--- src/rtl/spi_reg_pkg.sv ---
// Shared types and constants for the SPI register controller.
// Holds the FSM state encoding, the default MISO status and error bytes,
// command-byte field layout, the bus request payload and address increment.
package spi_reg_pkg;

  localparam int unsigned DATA_W     = 8;
  localparam int unsigned ADDR_W     = 7;
  localparam int unsigned CMD_RW_BIT = 7;
  localparam int unsigned TMO_W      = 8;

  localparam logic [DATA_W-1:0] STATUS_BYTE_DEF = 8'hA5;
  localparam logic [DATA_W-1:0] ERR_BYTE_DEF    = 8'hEE;

  typedef enum logic [2:0] {
    ST_IDLE     = 3'd0,
    ST_CMD      = 3'd1,
    ST_WDATA    = 3'd2,
    ST_WR_WAIT  = 3'd3,
    ST_RD_WAIT  = 3'd4,
    ST_RD_READY = 3'd5,
    ST_DISCARD  = 3'd6
  } state_e;

  // Payload presented on the register bus while bus_req is high.
  typedef struct packed {
    logic              we;
    logic [ADDR_W-1:0] addr;
    logic [DATA_W-1:0] wdata;
  } bus_cmd_t;

  // 7-bit address increment, wraps 0x7F -> 0x00.
  function automatic logic [ADDR_W-1:0] addr_inc(input logic [ADDR_W-1:0] a);
    return a + ADDR_W'(1);
  endfunction

endpackage

--- src/rtl/ssel_sync.sv ---
// Two-flop synchronizer for the raw SPI chip select plus edge detection.
// Ports:
//   clk, rst  : system clock, synchronous active-high reset
//   ssel_i    : raw chip select pin (active low)
//   ssel_o    : synchronized level
//   fall_c    : one-cycle pulse on synchronized falling edge (frame start)
//   rise_c    : one-cycle pulse on synchronized rising edge (frame end)
module ssel_sync (
  input  logic clk,
  input  logic rst,
  input  logic ssel_i,
  output logic ssel_o,
  output logic fall_c,
  output logic rise_c
);

  logic meta_q;
  logic sync_q;
  logic prev_q;

  // Reset to deselected so no spurious edge comes out of reset with ssel high.
  always_ff @(posedge clk) begin
    if (rst) begin
      meta_q <= 1'b1;
      sync_q <= 1'b1;
      prev_q <= 1'b1;
    end else begin
      meta_q <= ssel_i;
      sync_q <= meta_q;
      prev_q <= sync_q;
    end
  end

  assign ssel_o = sync_q;
  assign fall_c = prev_q & ~sync_q;
  assign rise_c = ~prev_q & sync_q;

endmodule

--- src/rtl/spi_reg_ctrl.sv ---
// Command sequencer between SPI_slave's byte interface and a req/ack
// register bus. Each ssel-low frame carries a command byte
// (bit7 = read, bits 6:0 = address) followed by write data or dummy bytes
// that clock read data out on MISO.
// Build option: SPI_REG_CTRL_AUTOINC_EN enables burst access with
// address auto-increment and read prefetch; otherwise one access per frame.
// Ports:
//   clk, rst                    : system clock, synchronous active-high reset
//   ssel                        : raw chip select, active low
//   byteReceived, receivedData  : received byte strobe and value
//   dataNeeded, dataToSend      : MISO byte request strobe and byte
//   bus_req/we/addr/wdata       : register bus request
//   bus_rdata, bus_ack          : register bus response
//   err                         : sticky error (timeout or read underrun)
module spi_reg_ctrl
  import spi_reg_pkg::*;
#(
  parameter int unsigned       TIMEOUT     = 15,
  parameter logic [DATA_W-1:0] STATUS_BYTE = STATUS_BYTE_DEF,
  parameter logic [DATA_W-1:0] ERR_BYTE    = ERR_BYTE_DEF
) (
  input  logic              clk,
  input  logic              rst,
  input  logic              ssel,
  input  logic              byteReceived,
  input  logic [DATA_W-1:0] receivedData,
  input  logic              dataNeeded,
  output logic [DATA_W-1:0] dataToSend,
  output logic              bus_req,
  output logic              bus_we,
  output logic [ADDR_W-1:0] bus_addr,
  output logic [DATA_W-1:0] bus_wdata,
  input  logic [DATA_W-1:0] bus_rdata,
  input  logic              bus_ack,
  output logic              err
);

`ifdef SPI_REG_CTRL_AUTOINC_EN
  localparam bit AUTOINC = 1'b1;
`else
  localparam bit AUTOINC = 1'b0;
`endif

  logic ssel_hi;
  logic ssel_fall_c;
  logic ssel_rise_c;

  ssel_sync u_ssel_sync (
    .clk    (clk),
    .rst    (rst),
    .ssel_i (ssel),
    .ssel_o (ssel_hi),
    .fall_c (ssel_fall_c),
    .rise_c (ssel_rise_c)
  );

  state_e            state_q,    state_d;
  logic [ADDR_W-1:0] addr_q,     addr_d;
  logic [DATA_W-1:0] tx_q,       tx_d;
  logic              req_q,      req_d;
  bus_cmd_t          cmd_q,      cmd_d;
  logic              err_q,      err_d;
  logic              drop_q,     drop_d;
  logic [DATA_W-1:0] wbuf_q,     wbuf_d;
  logic              wbuf_vld_q, wbuf_vld_d;
  logic              end_pend_q, end_pend_d;
  logic [TMO_W-1:0]  tmo_cnt_q,  tmo_cnt_d;

  logic ack_c;
  logic tmo_c;
  logic frame_end_c;

  // Next-state and datapath logic.
  always_comb begin
    state_d    = state_q;
    addr_d     = addr_q;
    tx_d       = tx_q;
    req_d      = req_q;
    cmd_d      = cmd_q;
    err_d      = err_q;
    drop_d     = drop_q;
    wbuf_d     = wbuf_q;
    wbuf_vld_d = wbuf_vld_q;
    // A short ssel bounce during a bus wait must still end the frame.
    end_pend_d = end_pend_q | ssel_rise_c;

    // Counter runs only while a request is outstanding; it is zero at req rise.
    tmo_cnt_d   = req_q ? tmo_cnt_q + TMO_W'(1) : '0;
    ack_c       = req_q & bus_ack;
    tmo_c       = req_q & ~bus_ack & (tmo_cnt_q == TMO_W'(TIMEOUT - 1));
    frame_end_c = ssel_hi | end_pend_q;

    if (ack_c || tmo_c) begin
      req_d = 1'b0;
    end

    if (ssel_fall_c) begin
      err_d = 1'b0;
    end

    unique case (state_q)
      ST_IDLE: begin
        end_pend_d = 1'b0;
        drop_d     = 1'b0;
        wbuf_vld_d = 1'b0;
        if (ssel_fall_c) begin
          tx_d    = STATUS_BYTE;
          state_d = ST_CMD;
        end
      end

      ST_CMD: begin
        if (frame_end_c) begin
          state_d = ST_IDLE;
        end else if (byteReceived) begin
          addr_d = receivedData[ADDR_W-1:0];
          if (receivedData[CMD_RW_BIT]) begin
            // Until read data lands, any MISO byte taken is an underrun.
            req_d      = 1'b1;
            cmd_d.we   = 1'b0;
            cmd_d.addr = receivedData[ADDR_W-1:0];
            tx_d       = ERR_BYTE;
            drop_d     = 1'b0;
            state_d    = ST_RD_WAIT;
          end else begin
            state_d = ST_WDATA;
          end
        end
      end

      ST_WDATA: begin
        if (frame_end_c) begin
          state_d = ST_IDLE;
        end else if (wbuf_vld_q || byteReceived) begin
          // A byte buffered during the previous write goes out first.
          req_d       = 1'b1;
          cmd_d.we    = 1'b1;
          cmd_d.addr  = addr_q;
          cmd_d.wdata = wbuf_vld_q ? wbuf_q : receivedData;
          wbuf_vld_d  = 1'b0;
          state_d     = ST_WR_WAIT;
        end
      end

      ST_WR_WAIT: begin
        if (AUTOINC && byteReceived) begin
          wbuf_d     = receivedData;
          wbuf_vld_d = 1'b1;
        end
        if (ack_c || tmo_c) begin
          if (frame_end_c) begin
            state_d = ST_IDLE;
          end else if (tmo_c) begin
            err_d      = 1'b1;
            wbuf_vld_d = 1'b0;
            state_d    = ST_DISCARD;
          end else if (AUTOINC) begin
            addr_d  = addr_inc(addr_q);
            state_d = ST_WDATA;
          end else begin
            state_d = ST_DISCARD;
          end
        end
      end

      ST_RD_WAIT: begin
        if (dataNeeded) begin
          err_d  = 1'b1;
          drop_d = 1'b1;
        end
        if (ack_c || tmo_c) begin
          if (tmo_c) begin
            err_d = 1'b1;
          end
          if (frame_end_c) begin
            state_d = ST_IDLE;
          end else if (tmo_c) begin
            state_d = ST_DISCARD;
          end else if (drop_q || dataNeeded) begin
            tx_d    = STATUS_BYTE;
            state_d = ST_DISCARD;
          end else begin
            tx_d    = bus_rdata;
            state_d = ST_RD_READY;
          end
        end
      end

      ST_RD_READY: begin
        if (frame_end_c) begin
          state_d = ST_IDLE;
        end else if (dataNeeded) begin
          if (AUTOINC) begin
            addr_d     = addr_inc(addr_q);
            req_d      = 1'b1;
            cmd_d.we   = 1'b0;
            cmd_d.addr = addr_inc(addr_q);
            tx_d       = ERR_BYTE;
            drop_d     = 1'b0;
            state_d    = ST_RD_WAIT;
          end else begin
            tx_d    = STATUS_BYTE;
            state_d = ST_DISCARD;
          end
        end
      end

      ST_DISCARD: begin
        if (frame_end_c) begin
          state_d = ST_IDLE;
        end else if (dataNeeded) begin
          tx_d = STATUS_BYTE;
        end
      end

      default: begin
        req_d   = 1'b0;
        state_d = ST_IDLE;
      end
    endcase
  end

  // State and output registers.
  always_ff @(posedge clk) begin
    if (rst) begin
      state_q    <= ST_IDLE;
      addr_q     <= '0;
      tx_q       <= STATUS_BYTE;
      req_q      <= 1'b0;
      cmd_q      <= '0;
      err_q      <= 1'b0;
      drop_q     <= 1'b0;
      wbuf_q     <= '0;
      wbuf_vld_q <= 1'b0;
      end_pend_q <= 1'b0;
      tmo_cnt_q  <= '0;
    end else begin
      state_q    <= state_d;
      addr_q     <= addr_d;
      tx_q       <= tx_d;
      req_q      <= req_d;
      cmd_q      <= cmd_d;
      err_q      <= err_d;
      drop_q     <= drop_d;
      wbuf_q     <= wbuf_d;
      wbuf_vld_q <= wbuf_vld_d;
      end_pend_q <= end_pend_d;
      tmo_cnt_q  <= tmo_cnt_d;
    end
  end

  assign dataToSend = tx_q;
  assign bus_req    = req_q;
  assign bus_we     = cmd_q.we;
  assign bus_addr   = cmd_q.addr;
  assign bus_wdata  = cmd_q.wdata;
  assign err        = err_q;

endmodule

--- config.mk ---
export PLATFORM = sky130hd
export DESIGN_NAME = spi_reg_ctrl
export DESIGN_NICKNAME = d
export VERILOG_FILES = /design/src/rtl/spi_reg_pkg.sv /design/src/rtl/ssel_sync.sv /design/src/rtl/spi_reg_ctrl.sv
export SDC_FILE = /design/constraint.sdc
export NUM_CORES = 1
export LEC_CHECK = 0
export BUFFER_PORTS_ARGS = -buffer_cell sky130_fd_sc_hd__buf_2
export CAP_MARGIN = 0
export CORE_MARGIN = 10
export CORE_UTILIZATION = 40
export DETAILED_ROUTE_END_ITERATION = 16
export GPL_ROUTABILITY_DRIVEN = 0
export GPL_TIMING_DRIVEN = 0
export SLEW_MARGIN = 20
export SYNTH_ARGS = -nofsm -noshare
export SYNTH_HDL_FRONTEND = slang
export SYNTH_SLANG_ARGS = --single-unit
--- constraint.sdc ---
create_clock -name clk -period 2.3 [get_ports clk]
set_input_delay 0.46 -clock clk [delete_from_list [all_inputs] [get_ports clk]]
set_output_delay 0.46 -clock clk [all_outputs]
set_load 0.005 [all_outputs]
==> results of run 1 <==
worst reg2reg max path, cell delays in order, from the launching register on:
cell	delay, ps
dfxtp_1	480
buf_4	230
nand2_1	140
a32oi_2	330
nand3_2	140
buf_4	190
a211oi_1	240
nor3_1	70
registers in the layout, indices dropped and copies added (netlist names):
register            flops
bus_addr                7
err                     1
end_pend_q              1
drop_q                  1
state_q                 3
u_ssel_sync.ssel_o      1
bus_req                 1
tmo_cnt_q               8
bus_we                  1
bus_wdata               8
dataToSend              8
u_ssel_sync.prev_q      1
addr_q                  7
u_ssel_sync.meta_q      1
cell type report:
class                           count  share of cell area, %
Multi-Input combinational cell    176                   43.3
Sequential cell                    49                   37.0
Timing Repair Buffer               46                   8.69
Clock buffer                        7                   3.64
Tap cell                           72                   3.40
Buffer                             17                   3.16
Inverter                            3                  0.425
Clock inverter                      1                  0.331
synth_stat cells, drive strengths merged, types with 2 or more instances:
cell    instances
dfxtp          49
nor2           36
mux2i          23
a21oi          14
nand3          14
nand2          10
a211oi          9
clkbuf          9
buf             8
nor3            8
nand2b          6
nor4            6
or2             5
nor3b           4
o21ai           4
xor2            4
a31oi           3
inv             3
nor2b           3
a211o           2
and3            2
ha              2
nand3b          2
nand4           2
o211ai          2
xnor2           2
layer usage:
metal	GRT usage (%)	part of all wire (%)	vias up
met2	18.3	46	55
met4	3.74	0.41	0
li1	-	-	982
met3	3.73	6.8	3
met1	15.8	47	891
met5	0	0	-
worst min path at each step:
stage / slack, ps / cells after the start / end / start
final: 340 / 2 / u_ssel_sync.meta_q$_SDFF_PP1_ / ssel
after global routing: 350 / 2 / u_ssel_sync.meta_q$_SDFF_PP1_ / ssel
after CTS: 330 / 2 / u_ssel_sync.meta_q$_SDFF_PP1_ / ssel
after detailed placement: 410 / 1 / u_ssel_sync.ssel_o$_SDFF_PP1_ / u_ssel_sync.meta_q$_SDFF_PP1_
after global placement: 400 / 1 / u_ssel_sync.ssel_o$_SDFF_PP1_ / u_ssel_sync.meta_q$_SDFF_PP1_
after floorplan: 390 / 1 / u_ssel_sync.ssel_o$_SDFF_PP1_ / u_ssel_sync.meta_q$_SDFF_PP1_
logic make-up after synthesis:
group | after synthesis | share of synthesized area [%]
adders and majority gates | 2 | 1.13
xor gates and xnor gates | 6 | 2.36
buffers and inverters | 20 | 4.28
DFF | 49 | 44.1
muxes | 23 | 10.4
and+or+nand+nor | 102 | 23.7
AOI/OAI and AO/OA | 43 | 14.0
stage by stage:
stage               worst slack (ps)  area (sq um)  total power [W]  util, %
finish                           352          2650          0.00179     48.7
global route                     147          2650          0.00188     48.7
CTS                              387          2650          0.00181     48.7
detailed placement               403          2540          0.00124     46.8
global placement                 356          2540          0.00124     46.8
floorplan                        582          2220          0.00114        -
power by group:
group | internal, W | switching [W]
combinational | 0.000133 | 0.000188
sequential | 0.000881 | 0.0000162
clock | 0.000278 | 0.000293
==> flow_summary.yaml, run 1 <==
cts:
  postCtsSetupRepairBufs: 0
  clk_pin_slew_ps: 90
  root_buffer: "clkbuf_8"
  clock_sinks: 49
  cts_buffers: 5
  clock_tree.buffer_depth: 2
  cts_hold_buffers: 0
  cts_resized: 0
  clock_latency_ps: 300
  cts_tree: "yes"
  ctsHtreeMaxLevel: 2
yosys:
  yosys_warnings: 0
  syn-instance-count: 245
  synth_top_area_share_pct: 44.1
  synth_cell_types: 47
  seq_area_frac_synth_pct: 44.1
  synth_nets: 269
  syn_area_sq_um: 2220
  synth_seq_cells: 49
  synth_area_leaders: "dfxtp_1 (44%), mux2i_1 (10%), nor2_1 (5.9%)"
  synthFlopType: "dfxtp_1"
  ys_async_sr_fraction_pct: 0
  avgSynthCellArea_sq_um: 9.08
  yosysTopAreaCell: "dfxtp_1"
  synth_edf_count: 0
critical_path:
  max_stage_delay_ps: 480
  reg2reg_to: "dataToSend[6]$_SDFFE_PP0P_"
  ff2ff_path_depth: 7
  cp.depth: 7
  crit_top_cell: "buf_4"
  cp_max_fo: 10
  startpoint: "state_q[2]$_SDFFE_PP0P_"
  crit_path_end_kind: "register"
  worstSetupPathType: "reg2reg"
  critPathBufInv: 2
  cpMaxStageDelayCell: "dfxtp_1"
  worstPathRequired_ps: 2480
  cp_top_family: "compound AO/OA/AOI/OAI gates"
  cp.arrival_ps: 2130
  rrSetupSlack_ps: 350
  crit-reg2reg-launch: "state_q[2]$_SDFFE_PP0P_"
  worstPathCellList: "buf_4, nand2_1, a32oi_2, nand3_2, buf_4, a211oi_1, nor3_1"
  critPathLaunchType: "register"
  endpoint: "dataToSend[6]$_SDFFE_PP0P_"
detailed_routing:
  vias_per_cell: 5.20
  first_pass_iters: 4
  drt.antenna.violating_nets: 0
  drc: 0
  drt-initial-drc-count: 101
  wire_per_inst_microns: 14.3
  routed_wl_microns: 5320
  vias: 1931
layout:
  final_cells: 371
  multi_input_area_sq_um: 1150
  fillers: 543
  drive_gt1_share_pct: 23.7
  register_area_sq_um: 981
  final_nets: 322
  antenna_cells: 0
  syn_to_final_growth_pct: 19.1
  mostFrequentLayoutCells: "buf_2 (49), dfxtp_1 (49), nor2_1 (35)"
grt:
  grt_max_degree: 16
  grt_pass1_vias: 1793
  track_usage_pct: 12.0
  antenna_found_initial: 0
  grt_pass1_wl_microns: 8800
  grt-ovfl-total: 0
timing:
  fin_crit_sh_pct: 84.7
  post-route-min-period_ps: 1950
  hold_ws_ps: 341
  slew_violations: 0
  fmax_ghz: 0.513
  relSlewSlack_pct: 59.9
  clock_skew_ps: 5.48
  setup_viol: 0
  hold_violations: 0
  tightest_slew_ps: 592
  rsz0062_at_grt: "no"
  tns_ps: 0
die:
  core_area_sq_um: 5440
  start_util_pct: 40.9
  die_h_microns: 94.6
  chipWidth_microns: 94.6
  pin_count: 48
  dieArea_sq_um: 8940
  num_rows: 27
power:
  cellPowerDensity_nw_per_um2: 675
  leakage_nw: 1.13
  vdd_drop_max_mv: 0.309
placed_design:
  numPlacedInstances: 363
  port_buffers: 46
  hpwl_microns: 3970
flow_run:
  drv_cap: 0
hold_path:
  min_path_type: "in2reg"
run_status:
  status: "finished clean"
No activity file was read; power rests on OpenSTA's default activity.
==> inputs of run 2 (changes only) <==
==> constraint.sdc (replaced) <==
create_clock -name clk -period 1.73 [get_ports clk]
set_input_delay 0.346 -clock clk [delete_from_list [all_inputs] [get_ports clk]]
set_output_delay 0.346 -clock clk [all_outputs]
set_load 0.005 [all_outputs]
==> run 2 against run 1 <==
Net effect: die area stayed put; critical path type unchanged; register-to-register slack worse by 320 ps; combinational power is 70% higher; global-route usage is 0.18 points higher; sequential share of layout area is 2.9 points lower; worst setup slack worse by 320 ps; total power is 40% higher.
==> flow_summary.yaml, run 2 (synthesized netlist as in run 1, its figures left out) <==
die:
  die_h_microns: 94.6
  dieArea_sq_um: 8940
  start_util_pct: 40.9
  chipWidth_microns: 94.6
  pin_count: 48
  core_area_sq_um: 5440
  num_rows: 27
cts:
  clock_latency_ps: 310
  ctsHtreeMaxLevel: 2
  clock_tree.buffer_depth: 2
  cts_hold_buffers: 0
  root_buffer: "clkbuf_8"
  clk_pin_slew_ps: 90
  cts_buffers: 5
  cts_tree: "yes"
  clock_sinks: 49
critical_path:
  cpMaxStageDelayCell: "dfxtp_2"
  max_stage_delay_ps: 320
  reg2reg_to: "dataToSend[6]$_SDFFE_PP0P_"
  worstPathRequired_ps: 1910
  cp_top_family: "compound AO/OA/AOI/OAI gates"
  critPathLaunchType: "register"
  worstPathCellList: "buf_6, buf_4, o22a_1, o32ai_4, nand3_2, buf_6, a211oi_2, nor3_1"
  crit-reg2reg-launch: "state_q[0]$_SDFFE_PP0P_"
  cp.arrival_ps: 1880
  cp_max_fo: 10
  worstSetupPathType: "reg2reg"
  critPathBufInv: 3
  crit_path_end_kind: "register"
  crit_top_cell: "buf_6"
  ff2ff_path_depth: 8
  rrSetupSlack_ps: 40
detailed_routing:
  vias_per_cell: 5.23
  drc: 0
  drt-initial-drc-count: 114
  routed_wl_microns: 5570
  first_pass_iters: 4
  drt.antenna.violating_nets: 0
  vias: 2020
  wire_per_inst_microns: 14.4
run_status:
  status: "finished clean"
power:
  cellPowerDensity_nw_per_um2: 867
  leakage_nw: 1.23
  vdd_drop_max_mv: 0.411
  total_power_w: 0.00250
layout:
  mostFrequentLayoutCells: "dfxtp_1 (46), buf_2 (46), nor2_1 (34)"
  fillers: 514
  drive_gt1_share_pct: 33.4
  antenna_cells: 0
  syn_to_final_growth_pct: 29.9
  final_nets: 337
timing:
  slew_violations: 0
  relSlewSlack_pct: 61.3
  tns_ps: 0
  clock_skew_ps: 6.90
  setup_slack_ps: 35.2
  rsz0062_at_grt: "yes"
  hold_violations: 0
  setup_viol: 0
  post-route-min-period_ps: 1690
  tightest_slew_ps: 580
  fmax_ghz: 0.590
  fin_crit_sh_pct: 98.0
hold_path:
  min_path_type: "in2reg"
  hold_depth: 2
  hp-start: "ssel"
  holdPathEnd: "u_ssel_sync.meta_q$_SDFF_PP1_"
placed_design:
  port_buffers: 46
  hpwl_microns: 3970
  dp_slack_ps: -158
flow_run:
  drv_cap: 0
grt:
  track_usage_pct: 12.2
  grt_pass1_vias: 1850
  grt-ovfl-total: 0
  grt_max_degree: 16
  grt_pass1_wl_microns: 8940
  antenna_found_initial: 0
## run 2: power breakdown
part / switching [W] / internal (W)
Clock: 0.000395 / 0.000370
Combinational: 0.000294 / 0.000251
Sequential: 0.0000235 / 0.00117
## run 2: metrics by stage
| step | hold WS [ps] | utilization [%] | std cells | area (sq um) |
|---|---|---|---|---|
| final | 225 | 53.1 | 386 | 2890 |
| after global routing | 237 | 53.1 | 386 | 2890 |
| after CTS | 220 | 50.3 | 377 | 2740 |
| after detailed placement | 407 | 46.8 | 363 | 2540 |
| after global placement | 398 | 46.8 | 363 | 2540 |
| after floorplan | 389 | - | 245 | 2220 |
## run 2: final cells by class
class / count / area, sq um / area share (%)
Multi-Input combinational cell: 176 / 1240 / 42.8
Sequential cell: 49 / 987 / 34.2
Timing Repair Buffer: 62 / 354 / 12.3
Buffer: 16 / 105 / 3.64
Clock buffer: 7 / 96.3 / 3.33
Tap cell: 72 / 90.1 / 3.12
Inverter: 3 / 11.3 / 0.390
Clock inverter: 1 / 8.76 / 0.303
## run 2: worst max path at each step
stage                     depth (start not counted)                          to                    start  slack [ps]
after detailed placement                          7    bus_addr[3]$_SDFFE_PP0P_  state_q[1]$_SDFFE_PP0P_        -160
after floorplan                                   6  dataToSend[0]$_SDFFE_PP1P_  state_q[0]$_SDFFE_PP0P_          40
after global placement                            7  dataToSend[3]$_SDFFE_PP0P_  state_q[2]$_SDFFE_PP0P_        -160
after global routing                              8  dataToSend[3]$_SDFFE_PP0P_  state_q[0]$_SDFFE_PP0P_         -30
after CTS                                         6  dataToSend[5]$_SDFFE_PP1P_  state_q[0]$_SDFFE_PP0P_          -3
final                                             8  dataToSend[6]$_SDFFE_PP0P_  state_q[0]$_SDFFE_PP0P_          40
## run 2: routing by layer
metal / track usage (%) / share of wire, % / vias up
li1: - / - / 1013
met3: 3.97 / 6.3 / 9
met5: 0 / 0 / -
met1: 15.5 / 47 / 942
met2: 19.2 / 45 / 56
met4: 3.74 / 1.1 / 0
## run 2: timing repair
action | 4_1_cts | 5_1_grt
buffers inserted | 7 | 9
gates resized for setup | 13 | 19
pin swaps | 7 | 9
gates cloned | 0 | 0
endpoints found under the setup margin | 20 | 29
==> inputs of run 3 (changes only) <==
--- a/config.mk
+++ b/config.mk
@@ -7,6 +7,7 @@
 export LEC_CHECK = 0
 export BUFFER_PORTS_ARGS = -buffer_cell sky130_fd_sc_hd__buf_2
 export CAP_MARGIN = 0
+export CORE_ASPECT_RATIO = 1.5
 export CORE_MARGIN = 10
 export CORE_UTILIZATION = 40
 export DETAILED_ROUTE_END_ITERATION = 16
==> run 3 against run 2 <==
Net effect: total power grew 3.4%; sequential power about the same; maximum frequency fell by 0.14%; clock skew rose by 1.3 ps; register-to-register slack barely moved; critical path type unchanged; highest routed layer unchanged.
==> flow_summary.yaml, run 3 (synthesized netlist as in run 1, its figures left out) <==
critical_path:
  cp.arrival_ps: 1900
  critPathBufInv: 0
  worstPathCellList: "or3b_4, or3_4, nor2_4, nor3_2, a211o_1"
  cpMaxStageDelayCell: "dfxtp_4"
  cp_max_fo: 8
  worstSetupPathType: "reg2reg"
  worstPathRequired_ps: 1940
  max_stage_delay_ps: 420
  critPathLaunchType: "register"
  cp_top_family: "simple AND/OR/NAND/NOR gates"
  crit_path_end_kind: "register"
power:
  sw_frac_of_total_pct: 28.0
  net-switching-power_w: 0.000726
  seqPwrFrac_pct: 46.8
  vdd_drop_max_mv: 0.602
  p_comb_share_pct: 20.8
  leakage_nw: 1.24
  cellPowerDensity_nw_per_um2: 887
  intPower_w: 0.00186
  p_clk_share_pct: 32.3
  total_power_w: 0.00259
layout:
  drive_gt1_share_pct: 34.3
  fillers: 532
  final_cells: 385
  antenna_cells: 0
  final_area_sq_um: 2920
  syn_to_final_growth_pct: 31.3
  mostFrequentLayoutCell: "buf_2"
  mostFrequentLayoutCells: "buf_2 (47), dfxtp_1 (45), nor2_1 (35)"
  final_nets: 338
timing:
  fin_crit_sh_pct: 98.1
  slew_violations: 0
  hold_violations: 0
  rsz0062_at_grt: "yes"
  setup_slack_ps: 32.8
  setup_viol: 0
  post-route-min-period_ps: 1700
  tightest_slew_ps: 569
  clock_skew_ps: 8.23
  fmax_ghz: 0.589
  relSlewSlack_pct: 62.0
cts:
  clock_sinks: 49
  clk_pin_slew_ps: 100
  cts_tree: "yes"
  clock_tree.buffer_depth: 2
  cts_buffers: 5
  clock_latency_ps: 300
  cts_hold_buffers: 0
  root_buffer: "clkbuf_8"
  ctsHtreeMaxLevel: 2
detailed_routing:
  first_pass_iters: 4
  routed_wl_microns: 5670
  drt-initial-drc-count: 97
  drt.antenna.violating_nets: 0
  vias: 1999
  wire_per_inst_microns: 14.7
  drc: 0
  vias_per_cell: 5.19
grt:
  grt_max_degree: 17
  grt_pass1_wl_microns: 8970
  grt_pass1_vias: 1852
  grt-ovfl-total: 0
  track_usage_pct: 12.3
  antenna_found_initial: 0
placed_design:
  port_buffers: 46
  hpwl_microns: 4030
  numPlacedInstances: 361
  postPlaceCellArea_sq_um: 2540
  dp_slack_ps: -162
die:
  start_util_pct: 40.8
  pin_count: 48
  num_rows: 33
  chipWidth_microns: 80.9
  die_h_microns: 111
  core_area_sq_um: 5450
  dieArea_sq_um: 9000
run_status:
  status: "finished clean"
flow_run:
  drv_cap: 0
hold_path:
  min_path_type: "in2reg"
-- run 3: through the flow --
stage          util, %  setup TNS (ps)  hold slack (ps)
2_1_floorplan        -               0              389
3_3_place_gp      46.6           -2280              406
3_5_place_dp      46.6           -2380              407
4_1_cts           50.0           -27.6              225
5_1_grt           53.6           -63.4              253
6_report          53.6               0              227
-- run 3: final cells by class --
type,instances,area [sq um],area share [%]
Multi-Input combinational cell,176,1260,43.2
Sequential cell,49,988,33.9
Timing Repair Buffer,64,369,12.6
Buffer,15,88.8,3.04
Tap cell,70,87.6,3.00
Clock buffer,5,68.8,2.36
Clock inverter,3,43.8,1.50
Inverter,3,11.3,0.386
-- run 3: power by group through the flow --
| stage | registers [W] | logic (W) | clock network (W) |
|---|---|---|---|
| CTS | 0.00119 | 0.000487 | 0.000860 |
| detailed placement | 0.00122 | 0.000431 | 0 |
| finish | 0.00121 | 0.000540 | 0.000837 |
| global placement | 0.00122 | 0.000427 | 0 |
| global route | 0.00122 | 0.000587 | 0.000903 |
| floorplan | 0.00122 | 0.000293 | 0 |
-- run 3: metal layers --
layer  vias up  track usage [%]  part of all wire [%]
li1       1011                -                     -
met1       927             14.2                    43
met2        50             19.9                    49
met3        11             3.49                   5.1
met4         0             6.37                   2.8
met5         -                0                     0
-- run 3: timing repair --
item,CTS,global route
pin swaps,4,9
buffers inserted,5,12
resized for setup,12,24
gates cloned,0,1
endpoints found under the setup margin,24,28
-- run 3: worst paths after layout --
kind              cells after the start                            end  slack, ps                          start
setup / recovery                      5     dataToSend[0]$_SDFFE_PP1P_         30        state_q[2]$_SDFFE_PP0P_
hold / removal                        2  u_ssel_sync.meta_q$_SDFF_PP1_        230                           ssel
setup reg to reg                      5     dataToSend[0]$_SDFFE_PP1P_         30        state_q[2]$_SDFFE_PP0P_
hold reg to reg                       1  u_ssel_sync.ssel_o$_SDFF_PP1_        430  u_ssel_sync.meta_q$_SDFF_PP1_
